--- src/rtl/uart_io_core.sv ---
// 8N1 UART engine with a two-register byte interface; UART_RX_FIFO_EN swaps the RX holding register for a FIFO.
// Latency: tx falls 1 cycle after an accepted write; a received byte is visible 1 cycle after its stop sample.
// Backpressure: writes while tx_ready=0 are dropped; received bytes overwrite (or are dropped when FIFO full) and flag overrun.
module uart_io_core #(
   parameter int CLK_DIV       = 434,
   parameter int RX_FIFO_DEPTH = 4
) (
   input  logic       clk,
   input  logic       rst,
   input  logic       rx,
   output logic       tx,
   input  logic       io_rd,
   input  logic       io_wr,
   input  logic       io_addr,
   input  logic [7:0] io_din,
   output logic [7:0] io_dout
);

   localparam int CW = $clog2(CLK_DIV);
   localparam logic [CW-1:0] BIT_LAST  = CW'(CLK_DIV - 1);
   localparam logic [CW-1:0] HALF_LAST = CW'(CLK_DIV / 2 - 1);

   typedef enum logic [1:0] {S_IDLE, S_START, S_DATA, S_STOP} state_t;

   logic rd_q, wr_q;
   logic data_rd, stat_rd, data_wr;

   always_ff @(posedge clk) begin
      if (rst) begin
         rd_q <= 1'b0;
         wr_q <= 1'b0;
      end else begin
         rd_q <= io_rd;
         wr_q <= io_wr;
      end
   end

   assign data_rd = io_rd & ~rd_q & ~io_addr;
   assign stat_rd = io_rd & ~rd_q & io_addr;
   assign data_wr = io_wr & ~wr_q & ~io_addr;

   state_t          tx_state, tx_state_nxt;
   logic [CW-1:0]   tx_cnt, tx_cnt_nxt;
   logic [2:0]      tx_bit, tx_bit_nxt;
   logic [7:0]      tx_shift, tx_shift_nxt;
   logic            tx_nxt;
   logic            tx_ready;

   assign tx_ready = (tx_state == S_IDLE);

   always_ff @(posedge clk) begin
      if (rst) begin
         tx_state <= S_IDLE;
         tx_cnt   <= '0;
         tx_bit   <= '0;
         tx_shift <= '0;
         tx       <= 1'b1;
      end else begin
         tx_state <= tx_state_nxt;
         tx_cnt   <= tx_cnt_nxt;
         tx_bit   <= tx_bit_nxt;
         tx_shift <= tx_shift_nxt;
         tx       <= tx_nxt;
      end
   end

   always_comb begin
      tx_state_nxt = tx_state;
      tx_cnt_nxt   = tx_cnt;
      tx_bit_nxt   = tx_bit;
      tx_shift_nxt = tx_shift;
      tx_nxt       = tx;
      case (tx_state)
         S_IDLE: begin
            if (data_wr) begin
               tx_state_nxt = S_START;
               tx_shift_nxt = io_din;
               tx_cnt_nxt   = BIT_LAST;
               tx_nxt       = 1'b0;
            end
         end
         S_START: begin
            if (tx_cnt == '0) begin
               tx_state_nxt = S_DATA;
               tx_cnt_nxt   = BIT_LAST;
               tx_bit_nxt   = 3'd0;
               tx_nxt       = tx_shift[0];
               tx_shift_nxt = {1'b0, tx_shift[7:1]};
            end else begin
               tx_cnt_nxt = tx_cnt - 1'b1;
            end
         end
         S_DATA: begin
            if (tx_cnt == '0) begin
               tx_cnt_nxt = BIT_LAST;
               if (tx_bit == 3'd7) begin
                  tx_state_nxt = S_STOP;
                  tx_nxt       = 1'b1;
               end else begin
                  tx_bit_nxt   = tx_bit + 1'b1;
                  tx_nxt       = tx_shift[0];
                  tx_shift_nxt = {1'b0, tx_shift[7:1]};
               end
            end else begin
               tx_cnt_nxt = tx_cnt - 1'b1;
            end
         end
         default: begin
            if (tx_cnt == '0) begin
               tx_state_nxt = S_IDLE;
            end else begin
               tx_cnt_nxt = tx_cnt - 1'b1;
            end
         end
      endcase
   end

   logic            rx_s1, rx_s2;
   state_t          rx_state, rx_state_nxt;
   logic [CW-1:0]   rx_cnt, rx_cnt_nxt;
   logic [2:0]      rx_bit, rx_bit_nxt;
   logic [7:0]      rx_shift, rx_shift_nxt;
   logic            rx_stop_smp, rx_load, rx_ferr;

   always_ff @(posedge clk) begin
      if (rst) begin
         rx_s1    <= 1'b1;
         rx_s2    <= 1'b1;
         rx_state <= S_IDLE;
         rx_cnt   <= '0;
         rx_bit   <= '0;
         rx_shift <= '0;
      end else begin
         rx_s1    <= rx;
         rx_s2    <= rx_s1;
         rx_state <= rx_state_nxt;
         rx_cnt   <= rx_cnt_nxt;
         rx_bit   <= rx_bit_nxt;
         rx_shift <= rx_shift_nxt;
      end
   end

   always_comb begin
      rx_state_nxt = rx_state;
      rx_cnt_nxt   = rx_cnt;
      rx_bit_nxt   = rx_bit;
      rx_shift_nxt = rx_shift;
      case (rx_state)
         S_IDLE: begin
            if (!rx_s2) begin
               rx_state_nxt = S_START;
               rx_cnt_nxt   = HALF_LAST;
            end
         end
         S_START: begin
            if (rx_cnt == '0) begin
               // A high level at mid-start means the falling edge was a glitch.
               rx_state_nxt = rx_s2 ? S_IDLE : S_DATA;
               rx_cnt_nxt   = BIT_LAST;
               rx_bit_nxt   = 3'd0;
            end else begin
               rx_cnt_nxt = rx_cnt - 1'b1;
            end
         end
         S_DATA: begin
            if (rx_cnt == '0) begin
               rx_cnt_nxt   = BIT_LAST;
               rx_shift_nxt = {rx_s2, rx_shift[7:1]};
               rx_bit_nxt   = rx_bit + 1'b1;
               if (rx_bit == 3'd7) begin
                  rx_state_nxt = S_STOP;
               end
            end else begin
               rx_cnt_nxt = rx_cnt - 1'b1;
            end
         end
         default: begin
            if (rx_cnt == '0) begin
               rx_state_nxt = S_IDLE;
            end else begin
               rx_cnt_nxt = rx_cnt - 1'b1;
            end
         end
      endcase
   end

   assign rx_stop_smp = (rx_state == S_STOP) && (rx_cnt == '0);
   assign rx_load     = rx_stop_smp & rx_s2;
   assign rx_ferr     = rx_stop_smp & ~rx_s2;

   logic       rx_valid, overrun, frame_err, full_bit;
   logic [7:0] rx_data;

`ifdef UART_RX_FIFO_EN
   localparam int AW = $clog2(RX_FIFO_DEPTH);
   localparam int PW = AW + 1;

   logic [7:0]    fifo_mem [RX_FIFO_DEPTH];
   logic [PW-1:0] wr_ptr, rd_ptr;
   logic          push, pop;

   assign rx_valid = (wr_ptr != rd_ptr);
   assign full_bit = (wr_ptr[AW] != rd_ptr[AW]) && (wr_ptr[AW-1:0] == rd_ptr[AW-1:0]);
   assign push     = rx_load & ~full_bit;
   assign pop      = data_rd & rx_valid;
   assign rx_data  = fifo_mem[rd_ptr[AW-1:0]];

   always_ff @(posedge clk) begin
      if (rst) begin
         wr_ptr <= '0;
         rd_ptr <= '0;
         for (int i = 0; i < RX_FIFO_DEPTH; i++) fifo_mem[i] <= '0;
      end else begin
         if (push) begin
            fifo_mem[wr_ptr[AW-1:0]] <= rx_shift;
            wr_ptr <= wr_ptr + 1'b1;
         end
         if (pop) rd_ptr <= rd_ptr + 1'b1;
      end
   end

   always_ff @(posedge clk) begin
      if (rst)                        overrun <= 1'b0;
      else if (rx_load && full_bit)   overrun <= 1'b1;
      else if (stat_rd)               overrun <= 1'b0;
   end
`else
   logic [7:0] hold_reg;

   assign full_bit = 1'b0;
   assign rx_data  = hold_reg;

   // A load in the same cycle as a data read keeps rx_valid set.
   always_ff @(posedge clk) begin
      if (rst) begin
         rx_valid <= 1'b0;
         hold_reg <= '0;
      end else if (rx_load) begin
         rx_valid <= 1'b1;
         hold_reg <= rx_shift;
      end else if (data_rd) begin
         rx_valid <= 1'b0;
      end
   end

   always_ff @(posedge clk) begin
      if (rst)                        overrun <= 1'b0;
      else if (rx_load && rx_valid)   overrun <= 1'b1;
      else if (stat_rd)               overrun <= 1'b0;
   end
`endif

   always_ff @(posedge clk) begin
      if (rst)          frame_err <= 1'b0;
      else if (rx_ferr) frame_err <= 1'b1;
      else if (stat_rd) frame_err <= 1'b0;
   end

   always_comb begin
      io_dout = rx_data;
      if (io_addr) io_dout = {3'b000, full_bit, frame_err, overrun, rx_valid, tx_ready};
   end

endmodule

--- config.mk ---
export PLATFORM = sky130hd
export DESIGN_NAME = uart_io_core
export DESIGN_NICKNAME = d
export VERILOG_FILES = /design/src/rtl/uart_io_core.sv
export SDC_FILE = /design/constraint.sdc
export NUM_CORES = 1
export LEC_CHECK = 0
export BUFFER_PORTS_ARGS = -buffer_cell sky130_fd_sc_hd__buf_2
export CAP_MARGIN = 20
export CORE_MARGIN = 4
export CORE_UTILIZATION = 44
export DETAILED_ROUTE_END_ITERATION = 12
export PLACE_DENSITY = 0.73
export SLEW_MARGIN = 20
export SYNTH_ARGS = -nofsm -noshare
export SYNTH_HDL_FRONTEND = slang
export SYNTH_SLANG_ARGS = --single-unit
--- constraint.sdc ---
create_clock -name clk -period 2.6 [get_ports clk]
set_input_delay 0.39 -clock clk [delete_from_list [all_inputs] [get_ports clk]]
set_output_delay 0.39 -clock clk [all_outputs]
set_load 0.1 [all_outputs]
=== After elaboration in Yosys (flattened, before gate mapping) ===
Cells that the tools add are included.

* Input port bits: 14
* Flip-flop bits (word level): 60
* Output and inout bits: 9

* Bitwise operators: 11
* Reductions and logical operators: 25
* $add $sub $neg: 4
* Equal/unequal tests: 18
* Mux-type cells: 44

{| class="wikitable"
|+ Operators by type and width
! cell !! count
|-
| $mux 9 || 6
|-
| $mux 8 || 5
|-
| $pmux 9 s2 || 2
|-
| $pmux 8 s3 || 1
|-
| $mux 2 || 11
|-
| $logic_not 9->1 || 2
|-
| $ne 2x2->1 const B || 9
|-
| $sub 9x1->9 const B || 2
|-
| $mux 3 || 5
|-
| $reduce_and 5->1 || 3
|-
| $reduce_bool 2->1 || 7
|-
| $pmux 2 s3 || 2
|-
| $pmux 3 s2 || 2
|-
| $mux 1 || 9
|-
| $reduce_and 4->1 || 2
|-
| $and 1x1->1 || 7
|-
| $add 3x1->3 const B || 2
|-
| $eq 2x2->1 const B || 3
|-
| $eq 3x3->1 const B || 2
|-
| $reduce_and 2->1 || 3
|-
| $eq 2x1->1 const B || 2
|-
| $logic_not 2->1 || 2
|-
| $not 1->1 || 4
|-
| $reduce_or 2->1 || 2
|-
| 6 further kinds || 7
|}

=== Depth between registers and ports, before layout ===
* Word-level depth: 5
* Gate-level depth with buffers: 8
* Mapped depth without buffers: 7

=== Least setup slack after synthesis ===
OpenSTA, ideal clock, no wires.

* Path type: input -> output
* Start: input port io_addr
* End: output port io_dout[4]
* Arrival: 1.937 ns
* Cell stages on the path: 2
* Required time: 2.210 ns
* Buffers on the path: 1
* Slack: 0.273 ns
* Cells stage by stage: clkbuf_1 nor2b_1

* Longest elaborated chain between the ends: 1

{| class="wikitable"
|+ RTL lines
! element !! line !! text
|-
| start, declared || 14 || <nowiki>input logic io_addr,</nowiki>
|-
| $mux 8 || 261 || <nowiki>if (io_addr) io_dout = {3'b000, full_bit, frame_err, overrun, rx_valid, tx_ready};</nowiki>
|-
| end, declared || 16 || <nowiki>output logic [7:0] io_dout</nowiki>
|}

Every way passes these cells.

=== Worst setup path in the final report ===
* Start: register tx_state[0]
* End: output port io_dout[0]

* Longest elaborated chain between the ends: 2

{| class="wikitable"
|+ RTL lines
! element !! line !! text
|-
| start, declared || 42 || <nowiki>state_t tx_state, tx_state_nxt;</nowiki>
|-
| start signal, assigned || 59 || <nowiki>tx_state <= tx_state_nxt;</nowiki>
|-
| $logic_not 2->1 || 49 || <nowiki>assign tx_ready = (tx_state == S_IDLE);</nowiki>
|-
| $mux 8 || 261 ||
|}

Every way passes these cells.

==> results.md <==
- CP max-delay cell: ha_1
- Post-Syn Instances: 360
- Post-synth top area share: 0.389
- Lkg Pwr: 0.00140 uW
- Max stage delay on crit path: about 0.42 ns
- Power density of the placed cells: 1150 nW/um2
- # fillers: 675
- Seq pwr share: 0.321
- IO Count: 23
- Placement row count: 30
- Die width: 91.8 um
- Vias in the first global route: 2464
- Fraction of registers with async set/reset: 0
- Critical Path End Type: output port
- WL final: 6550 um
- RSZ-0062 raised after global routing: false
- Top cell type by total area after synthesis: dfxtp_1
- Largest net degree at the start of global routing: 42
- First-pass GRT wire length: about 11000 um
- Root Driver: clkbuf_8
- Starting Density: 0.455
- Vias: 2615
- FF+latch count, synth: 60
- Hold_sp: rx
- Detailed-route vias per instance: 5.45
- Worst VDD drop: ~0.65 mV
- Internal power: 2360 uW
- Commonest non-fill, non-tap cell in the layout: dfxtp_1
- Worst-path clk slew: 0.07 ns
- DR pass1 iterations: 4
- Residual DRC: 0
- Layout cells sized above 1: 0.172
- Slew Viols, Final: 0
- CP Data Required Time: 2.21 ns
- RD Place Congestion: 0.876
- Clk network pwr share: 0.232
- Initial antenna violation count: 0
- Core footprint: 6790 um2
- Antenna diodes: 0
- Hold WC Path Type: in2reg
- Crit path DAT: 1.84 ns
- WL/cell: 13.6 um
- Synth unique cells: 57
- F_max: 0.448 GHz
- Buffers on Ports: 22
- Number of enable flip-flop cells after synthesis: 0
- Clk_lat worst skew: 0.34 ns
- Final HPWL DP: 4610 um
- Most frequent cells in the layout: dfxtp_1, nor2_1, nand2_1, a21oi_1, buf_2
- Final core utilization: 0.516
- Slew HR: 0.538
- TNS Setup: 0 ns
- Die Area: 8430 um2
- # clock sinks: 60
- CTS tree: yes
- Crit path time final: 2.23 ns
- Nets: 409
- Sw Ratio: 0.414
- Setup Buffers After CTS: 0
- Slew at the pin with the worst max-slew slack: 0.683 ns
- CTS Hold Bufs: 0
- Comb pwr share: 0.446
- Initial DRC Count: ~120
- Tot GR Track Use: 0.163
- Crit-path max FO: 12
- Worst Skew: 0.0116 ns
- Post_cts resized: 0
- Synthesized Nets: 390
- Final setup fails: 0
- Area growth syn-to-layout: 13.3%
- Clock buffer depth: 2
- Syn Std Cell Area: 3090 um2
- Synth warn: 0
- H-tree depth: 3
- Status: finished clean
- Final period util: 0.859
- Sequential cell area fraction in the yosys report: 0.389
- RR Startpoint: tx_cnt[0]$_SDFFE_PP0P_
- Remaining Overflow, GRT: 0
- Routed Antenna Nets: 0
- CTS buffer count: 9
- Die Ht: 91.8 um
- Tot Pwr: 4040 uW
- Startpoint types: flop
- Endpoints failing hold: 0
- Most area-consuming cells after synthesis: dfxtp_1, ha_1, mux2i_1
- Max_cap viols: 0
- Critical Path Start: tx_state[0]$_SDFFE_PP0P_
- Top_reg_cell synth: dfxtp_1
- Largest registers: rx_cnt x9, tx_cnt x9
- Post-synthesis area per instance: 8.59 um2
- Worst setup path category: reg2out
- NetSw: 1670 uW
- CP cell instances: inv_1, ha_1, mux2_2, buf_2
==> per-layer routing <==
layer | GRT usage | vias to the layer above | share of wire
met5 | 0 | - | 0
met4 | 0.0532 | 0 | 0.0024
met3 | 0.0451 | 4 | 0.040
met2 | 0.274 | 49 | 0.48
met1 | 0.200 | 1222 | 0.47
li1 | - | 1340 | -
==> path summary, 6_finish.rpt <==
check | to | slack (ns) | depth (start not counted)
worst min register to register | rx_s2$_SDFF_PP1_ | 0.41 | 1
worst max-delay path | io_dout[0] | 0.37 | 4
worst max register to register | tx_state[1]$_SDFFE_PP0P_ | 0.43 | 7
worst min-delay path | rx_s1$_SDFF_PP1_ | 0.24 | 2
==> cells by family after synthesis <==
| group | synth area share |
|---|---|
| muxes | 0.0761 |
| xor gates and xnor gates | 0.0142 |
| AOI/OAI and AO/OA | 0.198 |
| and+or+nand+nor | 0.214 |
| adders and majority gates | 0.0648 |
| DFF | 0.389 |
| buffers and inverters | 0.0449 |
==> stage by stage <==
stage          hold WS, ns  setup WS, ns  cells  instance area (um2)
2_1_floorplan        0.389         0.273    360                 3090
3_3_place_gp         0.402         0.541    464                 3280
3_5_place_dp         0.399         0.456    464                 3280
4_1_cts              0.220         0.343    480                 3500
5_1_grt              0.232         0.182    480                 3500
6_report             0.237         0.366    480                 3500
==> synth_stat cells, drive strengths merged (3+ instances only) <==
master  count
inv        16
mux2        4
a31o        7
or3b        4
a221oi      3
buf         7
a22oi       5
a32oi       3
nand2      36
nor4        4
mux2i      19
a21oi      30
ha         16
and3        3
nor2       43
nor2b       9
xor2        3
o21ai      11
nor3       16
o31ai       4
dfxtp      60
clkbuf     12
a211oi      3
a31oi       3
==> critical path: cells and delay by family (launching register included) <==
family	cells	cell delay, ns
flops	1	0.33
buf+inv	2	0.52
mux	1	0.24
fa+ha+maj	1	0.42
==> power groups by stage <==
stage / clock network [uW] / registers, uW / logic, uW
2_1_floorplan: 0 / 1310 / 1380
3_3_place_gp: 0 / 1300 / 1750
3_5_place_dp: 0 / 1310 / 1780
4_1_cts: 965 / 1290 / 1790
5_1_grt: 1000 / 1320 / 2010
6_report: 938 / 1300 / 1800
==> layout make-up <==
class	instances	area (um2)	area share
clock buffers	9	124	0.0354
flip-flops and latches	60	1200	0.343
clock inverters	7	98.8	0.0282
well taps	96	120	0.0343
repair buffers	27	148	0.0421
multi-input cells	265	1750	0.500
inverters	16	60.1	0.0171
No activity file was read; power rests on OpenSTA's default activity.
